<file path="config.mk">
export PLATFORM = sky130hd
export DESIGN_NAME = blit_addr_seq_flat
export DESIGN_NICKNAME = d
export VERILOG_FILES = /design/src/rtl/blit_addr_seq_if.sv /design/src/rtl/blit_addr_seq.sv /design/src/flat_wrapper.sv
export SDC_FILE = /design/constraint.sdc
export NUM_CORES = 1
export LEC_CHECK = 0
export ABC_AREA = 1
export BUFFER_PORTS_ARGS = -buffer_cell sky130_fd_sc_hd__clkbuf_2
export CAP_MARGIN = 20
export CORE_MARGIN = 10
export CORE_UTILIZATION = 30
export DETAILED_ROUTE_END_ITERATION = 12
export PLACE_DENSITY_LB_ADDON = 0.15
export REMOVE_ABC_BUFFERS = 1
export SKIP_CTS_REPAIR_TIMING = 1
export SLEW_MARGIN = 20
export SYNTH_ARGS = -nofsm -noshare
export SYNTH_HDL_FRONTEND = slang
export SYNTH_SLANG_ARGS = --single-unit
</file>
<file path="constraint.sdc">
create_clock -name clk -period 1.5 [get_ports clk]
set_input_delay 0.3 -clock clk [delete_from_list [all_inputs] [get_ports clk]]
set_output_delay 0.3 -clock clk [all_outputs]
set_load 0.01 [all_outputs]
</file>
<file path="src/rtl/blit_addr_seq_if.sv">
// rtl/blit_addr_seq_if.sv - memory request and address-unit control bus of the blitter sequencer
interface blit_addr_seq_if;
  logic       mem_req;
  logic       mem_ack;
  logic       gena2;
  logic [1:0] addbsel;
  logic       a1_upd;
  logic       a2_upd;

  modport master (
    output mem_req,
    output gena2,
    output addbsel,
    output a1_upd,
    output a2_upd,
    input  mem_ack
  );

  modport slave (
    input  mem_req,
    input  gena2,
    input  addbsel,
    input  a1_upd,
    input  a2_upd,
    output mem_ack
  );
endinterface

</file>
<file path="src/rtl/blit_addr_seq.sv">
// rtl/blit_addr_seq.sv - blitter address sequencer: pixel/line loops driving pointer updates and memory requests
module blit_addr_seq #(
  parameter int CNT_W = 16
) (
  input  logic             clk,
  input  logic             resetl,
  input  logic             go,
  input  logic [CNT_W-1:0] inner_cnt,
  input  logic [CNT_W-1:0] outer_cnt,
  input  logic             srcen,
  input  logic             upda1,
  input  logic             upda2,
  input  logic             stop,
  blit_addr_seq_if.master  bus,
  output logic             busy,
  output logic             done,
  output logic [CNT_W-1:0] inner_rem,
  output logic [CNT_W-1:0] outer_rem
);

  typedef enum logic [2:0] {
    IDLE    = 3'd0,
    SREAD   = 3'd1,
    DWRITE  = 3'd2,
    PIXUPD  = 3'd3,
    LINEUPD = 3'd4,
    DONE    = 3'd5
  } state_t;

  localparam logic [CNT_W-1:0] ONE = CNT_W'(1);

  state_t           state, state_n;
  logic [CNT_W-1:0] inner_sh, outer_sh;
  logic             srcen_sh, upda1_sh, upda2_sh;
  logic [CNT_W-1:0] inner_n, outer_n;
  logic             accept;
  logic             a1_upd_r, a2_upd_r;
  state_t           pix_start;

  assign accept    = (state == IDLE) && go;
  assign pix_start = srcen_sh ? SREAD : DWRITE;

  always_comb begin
    state_n = state;
    inner_n = inner_rem;
    outer_n = outer_rem;
    case (state)
      IDLE: begin
        if (go) begin
          inner_n = inner_cnt;
          outer_n = outer_cnt;
          if (inner_cnt == '0 || outer_cnt == '0) state_n = DONE;
          else                                    state_n = srcen ? SREAD : DWRITE;
        end
      end
      SREAD: begin
        if (stop)             state_n = DONE;
        else if (bus.mem_ack) state_n = DWRITE;
      end
      DWRITE: begin
        if (stop)             state_n = DONE;
        else if (bus.mem_ack) state_n = PIXUPD;
      end
      PIXUPD: begin
        if (stop) begin
          state_n = DONE;
        end else begin
          inner_n = inner_rem - ONE;
          state_n = (inner_rem == ONE) ? LINEUPD : pix_start;
        end
      end
      LINEUPD: begin
        if (stop) begin
          state_n = DONE;
        end else begin
          outer_n = outer_rem - ONE;
          inner_n = inner_sh;
          state_n = (outer_rem == ONE) ? DONE : pix_start;
        end
      end
      DONE:    state_n = IDLE;
      default: state_n = IDLE;
    endcase
  end

  // Outputs are decoded from the next state so they are stable for the whole state.
  always_ff @(posedge clk or negedge resetl) begin
    if (!resetl) begin
      state       <= IDLE;
      inner_rem   <= '0;
      outer_rem   <= '0;
      inner_sh    <= '0;
      outer_sh    <= '0;
      srcen_sh    <= 1'b0;
      upda1_sh    <= 1'b0;
      upda2_sh    <= 1'b0;
      bus.mem_req <= 1'b0;
      bus.gena2   <= 1'b0;
      bus.addbsel <= 2'b00;
      a1_upd_r    <= 1'b0;
      a2_upd_r    <= 1'b0;
      busy        <= 1'b0;
      done        <= 1'b0;
    end else begin
      state     <= state_n;
      inner_rem <= inner_n;
      outer_rem <= outer_n;
      if (accept) begin
        inner_sh <= inner_cnt;
        outer_sh <= outer_cnt;
        srcen_sh <= srcen;
        upda1_sh <= upda1;
        upda2_sh <= upda2;
      end
      bus.mem_req <= (state_n == SREAD) || (state_n == DWRITE);
      bus.gena2   <= (state_n == SREAD);
      bus.addbsel <= (state_n == LINEUPD) ? 2'b01 : 2'b00;
      busy        <= (state_n != IDLE);
      done        <= (state_n == DONE);
      case (state_n)
        PIXUPD: begin
          a1_upd_r <= 1'b1;
          a2_upd_r <= accept ? srcen : srcen_sh;
        end
        LINEUPD: begin
          a1_upd_r <= upda1_sh;
          a2_upd_r <= upda2_sh;
        end
        default: begin
          a1_upd_r <= 1'b0;
          a2_upd_r <= 1'b0;
        end
      endcase
    end
  end

  // An abort must cancel the pointer load in the very cycle it arrives.
  assign bus.a1_upd = a1_upd_r && !stop;
  assign bus.a2_upd = a2_upd_r && !stop;

endmodule

</file>
<file path="src/flat_wrapper.sv">
// flat-port wrapper written by rule: the top's interface ports become plain ports
module blit_addr_seq_flat 
#(
  parameter int CNT_W = 16
)
  (clk, resetl, go, inner_cnt, outer_cnt, srcen, upda1, upda2, stop, busy, done, inner_rem, outer_rem, bus_mem_req, bus_gena2, bus_addbsel, bus_a1_upd, bus_a2_upd, bus_mem_ack);
  blit_addr_seq_if bus_i ();
  input  logic clk;
  input  logic resetl;
  input  logic go;
  input  logic [CNT_W-1:0] inner_cnt;
  input  logic [CNT_W-1:0] outer_cnt;
  input  logic srcen;
  input  logic upda1;
  input  logic upda2;
  input  logic stop;
  output logic busy;
  output logic done;
  output logic [CNT_W-1:0] inner_rem;
  output logic [CNT_W-1:0] outer_rem;
  output wire logic [$bits(bus_i.mem_req)-1:0] bus_mem_req;
  output wire logic [$bits(bus_i.gena2)-1:0] bus_gena2;
  output wire logic [$bits(bus_i.addbsel)-1:0] bus_addbsel;
  output wire logic [$bits(bus_i.a1_upd)-1:0] bus_a1_upd;
  output wire logic [$bits(bus_i.a2_upd)-1:0] bus_a2_upd;
  input wire logic [$bits(bus_i.mem_ack)-1:0] bus_mem_ack;
  assign bus_mem_req = bus_i.mem_req;
  assign bus_gena2 = bus_i.gena2;
  assign bus_addbsel = bus_i.addbsel;
  assign bus_a1_upd = bus_i.a1_upd;
  assign bus_a2_upd = bus_i.a2_upd;
  assign bus_i.mem_ack = bus_mem_ack;
  blit_addr_seq #(.CNT_W(CNT_W)) u_core (.clk(clk), .resetl(resetl), .go(go), .inner_cnt(inner_cnt), .outer_cnt(outer_cnt), .srcen(srcen), .upda1(upda1), .upda2(upda2), .stop(stop), .bus(bus_i), .busy(busy), .done(done), .inner_rem(inner_rem), .outer_rem(outer_rem));
endmodule
</file>
==> metrics.txt <==
result of the run finished with violations; violations in the final reports negative hold slack, negative setup slack; number of core rows 40; number of buffers inserted during clock tree synthesis 9; power density cells 2130 nW/um^2; vias per inst 4.73; final setup violating endpoints 39; prevailing post-synth register cell sky130_fd_sc_hd__dfrtp_1; per-instance average area after synthesis 7.05 sq um; sequential fraction of the synthesis area 41.7%; placed inst area 4980 sq um; number of I/O pins 80; DRC violation count after routing 0; library cell used as clock root buffer sky130_fd_sc_hd__clkbuf_16; Synth Instances 519; RePlAce Congestion 0.858; wire length of the first global-routing pass 19,900 um; share of synthesized flip-flops with an asynchronous set or reset 100%; share of total power in the clock network 15.0%; clock skew 0.00642 ns; Skew-Pair Late Insertion Delay 0.33 ns; share of power burned in registers 23.0%; initial antenna violation count 0; crit end category flip-flop; Final Hold Violating Endpoints 25; least setup slack across all paths after layout -0.229 ns; maximum fanout count along the critical path 5; total clock sinks 61; total global routing track utilization 14.8%; Synth-to-Final Area Change 67.1%; Worst Hold Class primary input to asynchronous set/reset pin; setup TNS after final layout -4.87 ns; most repeated cell in the gate-level netlist after synthesis sky130_fd_sc_hd__nand2_1; switching power 0.00561 W; count of flip-flops with a built-in enable after synthesis 0; leakage dissipation 3.05 nW; CTS clock-pin slew for the worst setup and hold paths 0.05 ns; Mapped Area 3660 sq um; initial core utilization 30.6%; horizontal die dimension 130 um; maximum count of clock buffers along a single path 2; maximum number of pins on one net before global-route repair 62; placed wire-length estimate 9560 um; final WL 13,100 um; share of the cycle needed by the critical path after routing 115%; unique cell type count in the Yosys netlist 41; number of DRC violations after detailed-routing iteration 0 210; post-layout net count 771; synth top area cells sky130_fd_sc_hd__dfrtp_1 (42%), sky130_fd_sc_hd__nand2_1 (14%), sky130_fd_sc_hd__o21ai_0 (8.6%); share of total power consumed by net switching 43.1%; most common library cells after synthesis sky130_fd_sc_hd__nand2_1 (138), sky130_fd_sc_hd__nor2_1 (77), sky130_fd_sc_hd__o21ai_0 (63); RSZ-0062 raised after global routing yes; count of vias placed by the detailed router 4,152; CTS HTree Levels 3; total of warnings raised by yosys 0; highest ir drop seen on vdd 1110 uV; floorplan die height 130 um; cell accounting for the most synthesized area sky130_fd_sc_hd__dfrtp_1; Int Pwr 0.00741 W; DR pass1 iterations 4; Placed Cells 835; area of the core region 12,000 sq um; synthesized flop and latch total 61; input/output buffers 78; element type at the critical path start flip-flop; post-route cell area 6120 sq um; time the worst path needs with I/O delays and setup 1.73 ns; total inserted antenna cells 0; TritonCTS clock tree built; post-route antenna net violation count 0; Finished Layout Cells 878; hold slack -0.0292 ns; final max-slew violation count 0; count of filler cells inserted in the layout 1,170; die area 17,000 sq um; required time of the worst setup path 1.76 ns; CP arrival 1.99 ns; count of max-cap constraint violations 0; global-route congestion overflow total 0; wire per inst 14.9 um; category of the critical setup timing path flip-flop to flip-flop; Yosys top cell area share 41.7%; combinational cell fraction of total power 62.0%; number of global-route vias before repair 4,034; Highest Clock Rate 578 MHz; layout cells sized above 1 46.9%
placed cells by master, fill, tap and decap left out, drive strengths merged, types with 2 or more instances in the layout:
cell type	count
a221oi	2
nand4	6
nor4	2
a211oi	2
dfrtp	61
xor2	3
a21oi	16
nand2	139
nor2	81
inv	58
clkinv	2
clkbuf	93
buf	135
o22ai	2
ha	4
nand3	23
nor3	8
o211ai	6
o21ai	76
routing by layer:
metal	part of all wire, %	wire length [um]	GRT usage [%]	vias to the layer above
li1	-	-	-	2114
met1	45	5850	18.3	1934
met2	48	6330	24.1	91
met3	5.4	699	3.91	13
met4	1.4	184	6.15	0
met5	0	0	0	-
layout make-up:
type | instances | area [sq um] | area share, %
Timing Repair Buffer | 214 | 1590 | 26.0
Tap cell | 147 | 184 | 3.01
Timing Repair inverter | 1 | 8.76 | 0.143
Sequential cell | 61 | 1530 | 25.0
Clock inverter | 1 | 5.00 | 0.0818
Multi-Input combinational cell | 382 | 2290 | 37.4
Inverter | 58 | 238 | 3.89
Clock buffer | 14 | 274 | 4.48
worst max-delay path: stages, from the launching register on:
cell and delay (ns):
sky130_fd_sc_hd__dfrtp_1 0.39, sky130_fd_sc_hd__inv_2 0.08, sky130_fd_sc_hd__ha_4 0.13, sky130_fd_sc_hd__inv_2 0.03
sky130_fd_sc_hd__nor2_1 0.07, sky130_fd_sc_hd__nand2_1 0.06, sky130_fd_sc_hd__nor2_1 0.11, sky130_fd_sc_hd__nand2_1 0.07
sky130_fd_sc_hd__a21oi_1 0.14, sky130_fd_sc_hd__nand2_1 0.10, sky130_fd_sc_hd__nor2_4 0.19, sky130_fd_sc_hd__inv_4 0.07
sky130_fd_sc_hd__nand2_2 0.07, sky130_fd_sc_hd__nand2_1 0.05, sky130_fd_sc_hd__nor2_1 0.10
flip-flops by register name, summed over array words and instances, names as in the netlist:
signal	cells
u_core.a1_upd_r	1
u_core.a2_upd_r	1
u_core.bus.addbsel	1
u_core.bus.gena2	1
u_core.bus.mem_req	1
u_core.busy	1
u_core.done	1
u_core.inner_rem	16
u_core.inner_sh	16
u_core.outer_rem	16
u_core.srcen_sh	1
u_core.state	3
u_core.upda1_sh	1
u_core.upda2_sh	1
power groups by stage:
stage               registers [W]  clock network, W  logic (W)
detailed placement        0.00289                 0    0.00621
finish                    0.00299           0.00195    0.00808
CTS                       0.00287           0.00202    0.00623
floorplan                 0.00323                 0    0.00268
global route              0.00309           0.00208    0.00891
global placement          0.00288                 0    0.00614
cell families after synthesis:
logic type / count (synthesis) / synth area share [%]
XOR/XNOR: 4 / 0.957
adder cells (fa/ha/maj): 4 / 1.37
AO/OA/AOI/OAI: 110 / 17.0
buffers and inverters: 76 / 8.54
flip-flops: 61 / 41.7
multiplexers: 1 / 0.273
other: 1 / 0.102
AND/OR/NAND/NOR: 262 / 30.1
final timing paths:
kind                                     start                   end  slack [ns]  depth (start not counted)
max                        u_core.inner_rem[1]    u_core.bus.mem_req       -0.23                         14
min                                     resetl  u_core.outer_rem[15]       -0.03                          2
max reg2reg                u_core.inner_rem[1]    u_core.bus.mem_req       -0.23                         14
min reg2reg                 u_core.inner_sh[5]    u_core.inner_sh[5]        0.48                          2
max in group asynchronous               resetl   u_core.inner_rem[4]        1.21                          2
min in group clk                         upda1       u_core.upda1_sh        0.17                          3
metrics by stage:
stage,hold slack (ns),total power [W],utilization [%],worst slack (ns)
finish,-0.0292,0.0130,51.1,-0.229
detailed placement,0.351,0.00910,41.7,-0.251
global route,0.0110,0.0141,51.1,-0.389
CTS,-0.00776,0.0111,44.0,-0.267
floorplan,0.00441,0.00591,-,-0.586
global placement,0.350,0.00902,41.7,-0.232
(Power assumes the default switching activity.)
